`config.mk`:
```
export PLATFORM = sky130hd
export DESIGN_NAME = alu_wb_stage
export DESIGN_NICKNAME = d
export VERILOG_FILES = /design/src/rtl/alu_wb_stage.sv
export SDC_FILE = /design/constraint.sdc
export NUM_CORES = 1
export LEC_CHECK = 0
export BUFFER_PORTS_ARGS = -buffer_cell sky130_fd_sc_hd__clkbuf_2
export CORE_ASPECT_RATIO = 1.2
export CORE_MARGIN = 2
export CORE_UTILIZATION = 25
export DETAILED_ROUTE_END_ITERATION = 16
export SYNTH_ARGS = -nofsm -noshare
export SYNTH_HDL_FRONTEND = slang
export SYNTH_SLANG_ARGS = --single-unit
```
`constraint.sdc`:
```
create_clock -name clk -period 4.33 [get_ports clk]
set_clock_uncertainty 0.2 [all_clocks]
set_input_delay 0.2165 -clock clk [delete_from_list [all_inputs] [get_ports clk]]
set_output_delay 0.2165 -clock clk [all_outputs]
set_load 0.005 [all_outputs]
```
`src/rtl/alu_wb_stage.sv`:
```
// Writeback stage behind the ALU: 2-entry result buffer draining to the register-file write port.
// Optional build macro ALU_WB_STICKY_V_EN makes status[3] (V) sticky and adds the sticky_clr input.
module alu_wb_stage #(
    parameter int DATA_W  = 32,
    parameter int RADDR_W = 4,
    parameter int CNT_W   = 16
) (
    input  logic               clk,
    input  logic               rst,
    input  logic               in_valid,
    output logic               in_ready,
    input  logic [4:0]         in_op,
    input  logic [RADDR_W-1:0] in_rd,
    input  logic [DATA_W-1:0]  in_out,
    input  logic [5:0]         in_flags,
    output logic               rf_we,
    input  logic               rf_ready,
    output logic [RADDR_W-1:0] rf_waddr,
    output logic [DATA_W-1:0]  rf_wdata,
    output logic [5:0]         status,
`ifdef ALU_WB_STICKY_V_EN
    input  logic               sticky_clr,
`endif
    output logic [CNT_W-1:0]   retired,
    output logic               op_err
);

    // Flag bit order: {h,s,v,c,n,z}
    localparam logic [5:0] MASK_ZN   = 6'b000011;
    localparam logic [5:0] MASK_ALL  = 6'b111111;
    localparam logic [5:0] MASK_SHFT = 6'b100111;

    logic [4:0]         op_q    [2];
    logic [RADDR_W-1:0] rd_q    [2];
    logic [DATA_W-1:0]  out_q   [2];
    logic [5:0]         flags_q [2];
    logic               wr_ptr;
    logic               rd_ptr;
    logic [1:0]         count;

    logic [4:0]         head_op;
    logic [5:0]         head_flags;
    logic               head_valid;
    logic               head_wr;
    logic               head_illegal;
    logic               head_addsub;
    logic [5:0]         head_mask;
    logic               push;
    logic               pop;
    logic               commit_wr;
    logic [5:0]         status_nxt;

    assign head_op    = op_q[rd_ptr];
    assign head_flags = flags_q[rd_ptr];
    assign head_valid = (count != 2'd0);
    assign in_ready   = (count < 2'd2);
    assign push       = in_valid & in_ready;

    always_comb begin
        head_wr      = 1'b0;
        head_illegal = 1'b0;
        head_addsub  = 1'b0;
        head_mask    = 6'b000000;
        unique case (head_op)
            5'h00: ;
            5'h01: begin head_wr = 1'b1; head_mask = MASK_ZN; end
            5'h03, 5'h04: begin
                head_wr     = 1'b1;
                head_mask   = MASK_ALL;
                head_addsub = 1'b1;
            end
            5'h05, 5'h06, 5'h07, 5'h08: begin head_wr = 1'b1; head_mask = MASK_ZN; end
            5'h09, 5'h0A: begin head_wr = 1'b1; head_mask = MASK_SHFT; end
            default: head_illegal = 1'b1;
        endcase
    end

    assign rf_we     = head_valid & head_wr;
    assign commit_wr = rf_we & rf_ready;
    // NOPs and illegal ops retire immediately without touching the register file
    assign pop       = head_valid & (head_wr ? rf_ready : 1'b1);
    assign rf_waddr  = rf_we ? rd_q[rd_ptr]  : '0;
    assign rf_wdata  = rf_we ? out_q[rd_ptr] : '0;

    always_comb begin
        status_nxt = status;
        if (commit_wr) begin
            status_nxt = (status & ~head_mask) | (head_flags & head_mask);
`ifdef ALU_WB_STICKY_V_EN
            status_nxt[3] = status[3];
            if (head_mask[3]) begin
                if (head_flags[3])
                    status_nxt[3] = 1'b1;
                else if (head_addsub && sticky_clr)
                    status_nxt[3] = 1'b0;
            end
`endif
        end
    end

    always_ff @(posedge clk) begin
        if (rst) begin
            for (int i = 0; i < 2; i++) begin
                op_q[i]    <= '0;
                rd_q[i]    <= '0;
                out_q[i]   <= '0;
                flags_q[i] <= '0;
            end
            wr_ptr  <= 1'b0;
            rd_ptr  <= 1'b0;
            count   <= 2'd0;
            status  <= '0;
            retired <= '0;
            op_err  <= 1'b0;
        end else begin
            if (push) begin
                op_q[wr_ptr]    <= in_op;
                rd_q[wr_ptr]    <= in_rd;
                out_q[wr_ptr]   <= in_out;
                flags_q[wr_ptr] <= in_flags;
                wr_ptr          <= ~wr_ptr;
            end
            if (pop)
                rd_ptr <= ~rd_ptr;
            unique case ({push, pop})
                2'b10:   count <= count + 2'd1;
                2'b01:   count <= count - 2'd1;
                default: count <= count;
            endcase
            status <= status_nxt;
            if (commit_wr)
                retired <= retired + CNT_W'(1);
            op_err <= head_valid & head_illegal;
        end
    end

endmodule

```
==> reports/metrics.yaml, run 1 <==
run_status:
  status: "completed"
yosys:
  synth-simple-area-share_pct: 19.0
  ys_seq_elements: 122
  synthArstFlopShare_pct: 0
  synth_top_flop_cell: "edfxtp_1"
  ys_seq_area_share_pct: 61.3
  synth_area_sq_mm: 0.00552
  syn_inst: 454
  synth-compound-area-share_pct: 5.15
  synth_top_family_by_area: "simple AND/OR/NAND/NOR gates"
  synth_cell_type_count: 42
  syn_area_per_cell_sq_um: 12.1
  synth-xor-area-share_pct: 1.59
  ys_warn_count: 0
  muxShareOfSynthArea_pct: 9.96
  synth_fa_ha_area_share_pct: 0.454
  synth-edff-count: 94
  synth_nets: 507
floorplan:
  rows: 59
  io_pins: 112
  die_h_microns: 167
  core_region_area_sq_mm: 0.0217
  dieWidth_microns: 140
  dieArea_sq_mm: 0.0233
  initial_utilization_pct: 25.4
layout:
  stdcell_area_sq_mm: 0.00743
  final_nets: 667
  fin_util_pct: 34.2
  n_antenna_cell: 0
  drive_gt1_share_pct: 26.7
  syn_to_final_growth_pct: 34.7
setup_path:
  crit_fanout: 42
  critPathArrivalTime_ns: 2.62
  critPathCaptureType: "output pin"
  critPathBufInv: 3
  critical_path_required_ns: 3.91
  cp_cell_sequence: "buf_4 > mux2_4 > nor2_1 > nand2_1 > buf_4 > nor2_1 > clkbuf_2"
  critPathLaunchType: "register"
  crit_type: "reg -> out"
  cp_top_family: "buffers and inverters"
  critPathSlowestCell: "buf_4"
  slowest_delay_ns: 0.60
clocking:
  cts.path.max_buffers: 2
  post_cts_buffers: 0
  cts_tree: "done"
  clockRootBuffer: "clkbuf_16"
  clk_latency_ns: 0.41
  numCtsBuffers: 17
  postCtsHoldBufs: 47
  path_clk_slew_ns: 0.05
  htree_levels: 4
  cts_resized: 0
  clkSinkCount: 122
grt:
  antenna_found_initial: 0
  grtUsageTotal_pct: 11.1
  grt_max_degree: 49
  grt_pass1_vias: 3852
  grt_pass1_wl_mm: 20.0
  grt_overflow: 0
timing:
  final_max_slew_viol_count: 0
  setup_tns_ns: 0
  setup_viol: 0
  worst_pin_slew_ns: 0.777
  holdWs_ns: 0.134
  rsz0062_at_grt: "false"
  maxSlewHeadroom_pct: 47.6
  hold_viol: 0
  finalCritPeriodShare_pct: 70.0
  min_period_ns: 3.03
  fmax_mhz: 330
drt:
  num_vias: 3843
  wirelength_mm: 12.5
  ant_nets: 0
  vias_per_cell: 4.27
  first_pass_iters: 4
  drc_errors: 0
  drt_iter0_drc: 158
  wire_per_inst_microns: 13.9
power_and_ir_drop:
  p_total_uw: 3940
  ir_worst_vdd_mv: 0.287
  power_density_mw_per_mm2: 530
  power.static_leakage_uw: 0.00292
flow_run:
  drv_cap: 0
placed_design:
  place.gp.congestion: 0.717
  io_buffers: 111
  place_area_sq_mm: 0.00639
  place_hpwl_mm: 8.03
hold_path:
  hold_class: "in -> reg"
[metrics by stage]
| step | cells | setup slack (ns) |
|---|---|---|
| detailed placement | 822 | 1.43 |
| floorplan | 454 | 0.930 |
| global route | 900 | 1.06 |
| CTS | 900 | 1.17 |
| finish | 900 | 1.30 |
| global placement | 822 | 1.47 |
[synthesized netlist by cell type, drive strengths merged, types with 2 or more instances]
library cell	n	share of area (%)
o211ai	3	0.50
or3	10	1.1
inv	7	0.48
nor2	57	3.9
nand4	2	0.23
o21ai	11	1.0
xnor2	3	0.48
o211a	2	0.36
and3	2	0.23
mux2i	47	8.7
nor3	5	0.45
o21a	2	0.27
buf	6	0.73
mux2	6	1.3
o2111ai	5	0.79
ha	2	0.45
edfxtp	94	51
clkbuf	19	1.3
nand3	5	0.45
dfxtp	28	10
a211oi	4	0.54
nor4	2	0.61
and2	94	11
nand2	10	0.68
or2	2	0.23
xor2	7	1.1
a21oi	13	1.2
[final cells by class]
type,instances,area (sq um)
clock buffers,18,429
clock inverters,13,144
fillers,2203,14300
inverters,7,26.3
multi-input cells,300,2020
flip-flops and latches,122,3390
well taps,274,343
repair buffers,166,1090
[state kept, by name, indices dropped and copies added, names as in the netlist, named ones only]
register	cells
op_q	10
out_q	64
retired	16
flags_q	12
op_err	1
rd_q	8
wr_ptr	1
count	2
rd_ptr	1
[worst paths after layout]
kind / startpoint / endpoint / slack [ns] / cells past startpoint
worst max-delay path: register / rf_wdata[28] / 1.30 / 7
worst min-delay path: in_valid / wr_ptr / 0.13 / 4
worst max register to register: register / count[1] / 1.50 / 8
worst min register to register: register / register / 0.26 / 2
[metal layers]
layer  vias to the layer above  wire [microns]  GRT usage, %  share of wire (%)
met4                         0             136          3.39                1.1
met2                       116            6190          18.5                 49
met5                         -               0             0                  0
li1                       1930               -             -                  -
met3                        15             739          3.57                5.9
met1                      1782            5460          13.6                 44
[power by group]
part / internal, uW / total, uW / switching [uW] / leakage (uW)
clock network: 848 / 1370 / 525 / 0.000270
registers: 1470 / 1550 / 75.5 / 0.00122
logic: 425 / 1020 / 594 / 0.00143
[placed cells by master, fill, tap and decap left out, types with 7 or more instances in the layout]
master and count:
inv_1 7, or3_1 10, o21ai_0 10, dlygate4sd3_1 47
buf_4 8, nor2_1 56, clkbuf_16 17, edfxtp_1 94
xor2_1 7, nand2_1 10, and2_1 94, mux2i_1 45
clkbuf_2 111, a21oi_1 13, dfxtp_1 27
[worst register-to-register path, delay by kind of cell (launching register included)]
kind,cells,cell delay (ns)
AND/OR/NAND/NOR,3,0.50
multiplexers,1,0.42
adder cells (fa/ha/maj),1,0.32
buffers and inverters,1,0.60
flip-flops,1,0.41
AO/OA/AOI/OAI,2,0.31
[cells by family after synthesis]
group,count (synthesis)
AO/OA/AOI/OAI,43
buffers and inverters,32
flip-flops,122
multiplexers,53
adder cells (fa/ha/maj),2
AND/OR/NAND/NOR,192
XOR/XNOR,10
Note: power is estimated with default switching activity, not from simulation.
==> run 2, diff against run 1 <==
clock period = 3.2 ns   (was 4.33 ns; I/O delays follow)
==> reports/metrics.yaml, run 2 (synthesized netlist as in run 1, its figures left out) <==
run_status:
  status: "completed"  # unchanged
hold_path:
  hold_class: "in -> reg"  # unchanged
layout:
  n_antenna_cell: 0  # unchanged
  syn_to_final_growth_pct: 34.4  # was 34.7%
  instances_no_fill: 901  # was 900
  layout_commonest_cell: "clkbuf_2"  # unchanged
  largest_register_ffs: 64  # unchanged
  reg.largest.list: "out_q: 64 flops, retired: 16 flops, flags_q: 12 flops"  # unchanged
  top_register: "out_q"  # unchanged
  layout_common_cells: "clkbuf_2, and2_1, edfxtp_1"  # unchanged
  fillers: 2196  # was 2203
  final_nets: 667  # unchanged
  stdcell_area_sq_mm: 0.00741  # was 0.00743 sq mm
  drive_gt1_share_pct: 26.8  # was 26.7%
drt:
  drc_errors: 0  # unchanged
  drt_iter0_drc: 178  # was 158
  vias_per_cell: 4.33  # was 4.27
  first_pass_iters: 4  # unchanged
  wirelength_mm: 13.1  # was 12.5 mm
  ant_nets: 0  # unchanged
  wire_per_inst_microns: 14.5  # was 13.9 microns
  num_vias: 3903  # was 3843
floorplan:
  dieWidth_microns: 140  # unchanged
  rows: 59  # unchanged
  core_region_area_sq_mm: 0.0217  # unchanged
  die_h_microns: 167  # unchanged
  dieArea_sq_mm: 0.0233  # unchanged
  initial_utilization_pct: 25.4  # unchanged
  io_pins: 112  # unchanged
placed_design:
  place.gp.congestion: 0.713  # was 0.717
  dp.cells: 822  # unchanged
  place_hpwl_mm: 7.98  # was 8.03 mm
  place_area_sq_mm: 0.00639  # unchanged
  io_buffers: 111  # unchanged
grt:
  globalRouteMet2Util_pct: 20.2  # was 18.5%
  grt_max_degree: 48  # was 49
  grt_pass1_vias: 4080  # was 3852
  antenna_found_initial: 0  # unchanged
  grtUsageTotal_pct: 11.8  # was 11.1%
  grt_busiest_layer: "met2"  # unchanged
  grt_overflow: 0  # unchanged
  grt_pass1_wl_mm: 21.3  # was 20.0 mm
  grt_util_met3_pct: 2.96  # was 3.57%
  grt_use_met1_pct: 14.3  # was 13.6%
clocking:
  clkSinkCount: 122  # unchanged
  path_clk_slew_ns: 0.06  # was 0.05 ns
  cts.path.max_buffers: 2  # unchanged
  numCtsBuffers: 17  # unchanged
  post_cts_buffers: 0  # unchanged
  cts_tree: "done"  # unchanged
  htree_levels: 4  # unchanged
  clockRootBuffer: "clkbuf_16"  # unchanged
  clk_latency_ns: 0.41  # about the same
timing:
  worst_pin_slew_ns: 0.811  # was 0.777 ns
  min_period_ns: 2.91
  rsz0062_at_grt: "false"  # unchanged
  finalCritPeriodShare_pct: 91.0
  maxSlewHeadroom_pct: 45.4  # was 47.6%
  fmax_mhz: 344
  setup_tns_ns: 0  # unchanged
  setup_viol: 0  # unchanged
  hold_viol: 0  # unchanged
  final_max_slew_viol_count: 0  # unchanged
flow_run:
  drv_cap: 0  # unchanged
power_and_ir_drop:
  p_total_uw: 5280  # was 3940 uW
  power_density_mw_per_mm2: 712  # was 530 mW/mm^2
  ir_worst_vdd_mv: 0.399  # was 0.287 mV
  power.static_leakage_uw: 0.00291  # was 0.00292 uW
setup_path:
  crit_type: "reg -> out"  # unchanged
  critPathCaptureType: "output pin"  # unchanged
  critical_path_required_ns: 2.84  # was 3.91 ns
  critPathLaunchType: "register"  # unchanged
  r2r_slack_ns: 0.61  # was 1.50 ns
  critPathArrivalTime_ns: 2.55  # was 2.62 ns
  crit_fanout: 37  # was 42
[run 2: changes by cell type in the layout (fill, tap and decap cells not counted), sizes merged]
| cell | before | now |
|---|---|---|
| clkinv | 3 | 5 |
| clkinvlp | 4 | 5 |
| clkbuf | 129 | 128 |
| bufinv | 2 | 1 |
[run 2: path summary, 6_finish.rpt]
check,end,depth (start not counted),startpoint
worst max-delay path,rf_wdata[23],7,register
worst min-delay path,retired[5],3,rst
worst max register to register,count[1],7,register
worst min register to register,register,2,register
[run 2: where the power goes]
part / internal, uW / switching [uW] / leakage [uW]
logic: 574 / 796 / 0.00143
clock network: 1060 / 718 / 0.000255
registers: 1990 / 131 / 0.00122
[run 2: worst max-delay path: stages, from the launching register on]
cell and delay (ns):
dfxtp_4 0.53, mux2i_2 0.39, nand3_2 0.28, o21a_1 0.21, nand2_1 0.06, buf_4 0.39, nor2_1 0.13, clkbuf_2 0.14
[run 2: repair_timing]
item,4_1_cts,5_1_grt
gates resized for setup,0,2
setup endpoints to repair,0,37
hold buffers,47,0
endpoints found under the hold margin,94,0
[run 2: per-stage QoR]
stage	worst slack (ns)	hold WS, ns	utilization (%)
2_1_floorplan	0.797	0.158	-
3_3_place_gp	0.570	0.249	29.4
3_5_place_dp	0.517	0.251	29.4
4_1_cts	0.0962	0.0846	34.1
5_1_grt	0.0587	0.127	34.2
6_report	0.290	0.0980	34.2
[run 2: routing by layer]
layer  part of all wire [%]  vias to the layer above
li1                       -                     1931
met1                     45                     1874
met2                     49                       85
met3                    4.2                       13
met4                    1.4                        0
met5                      0                        -
[run 2: layout make-up]
cell class	count	area, sq um	area share [%]
multi-input combinational	300	2020	27.3
inverter	7	26.3	0.354
tap	274	343	4.62
clock buffer	17	425	5.74
clock inverter	15	124	1.67
timing repair buffer	166	1090	14.6
sequential	122	3390	45.7
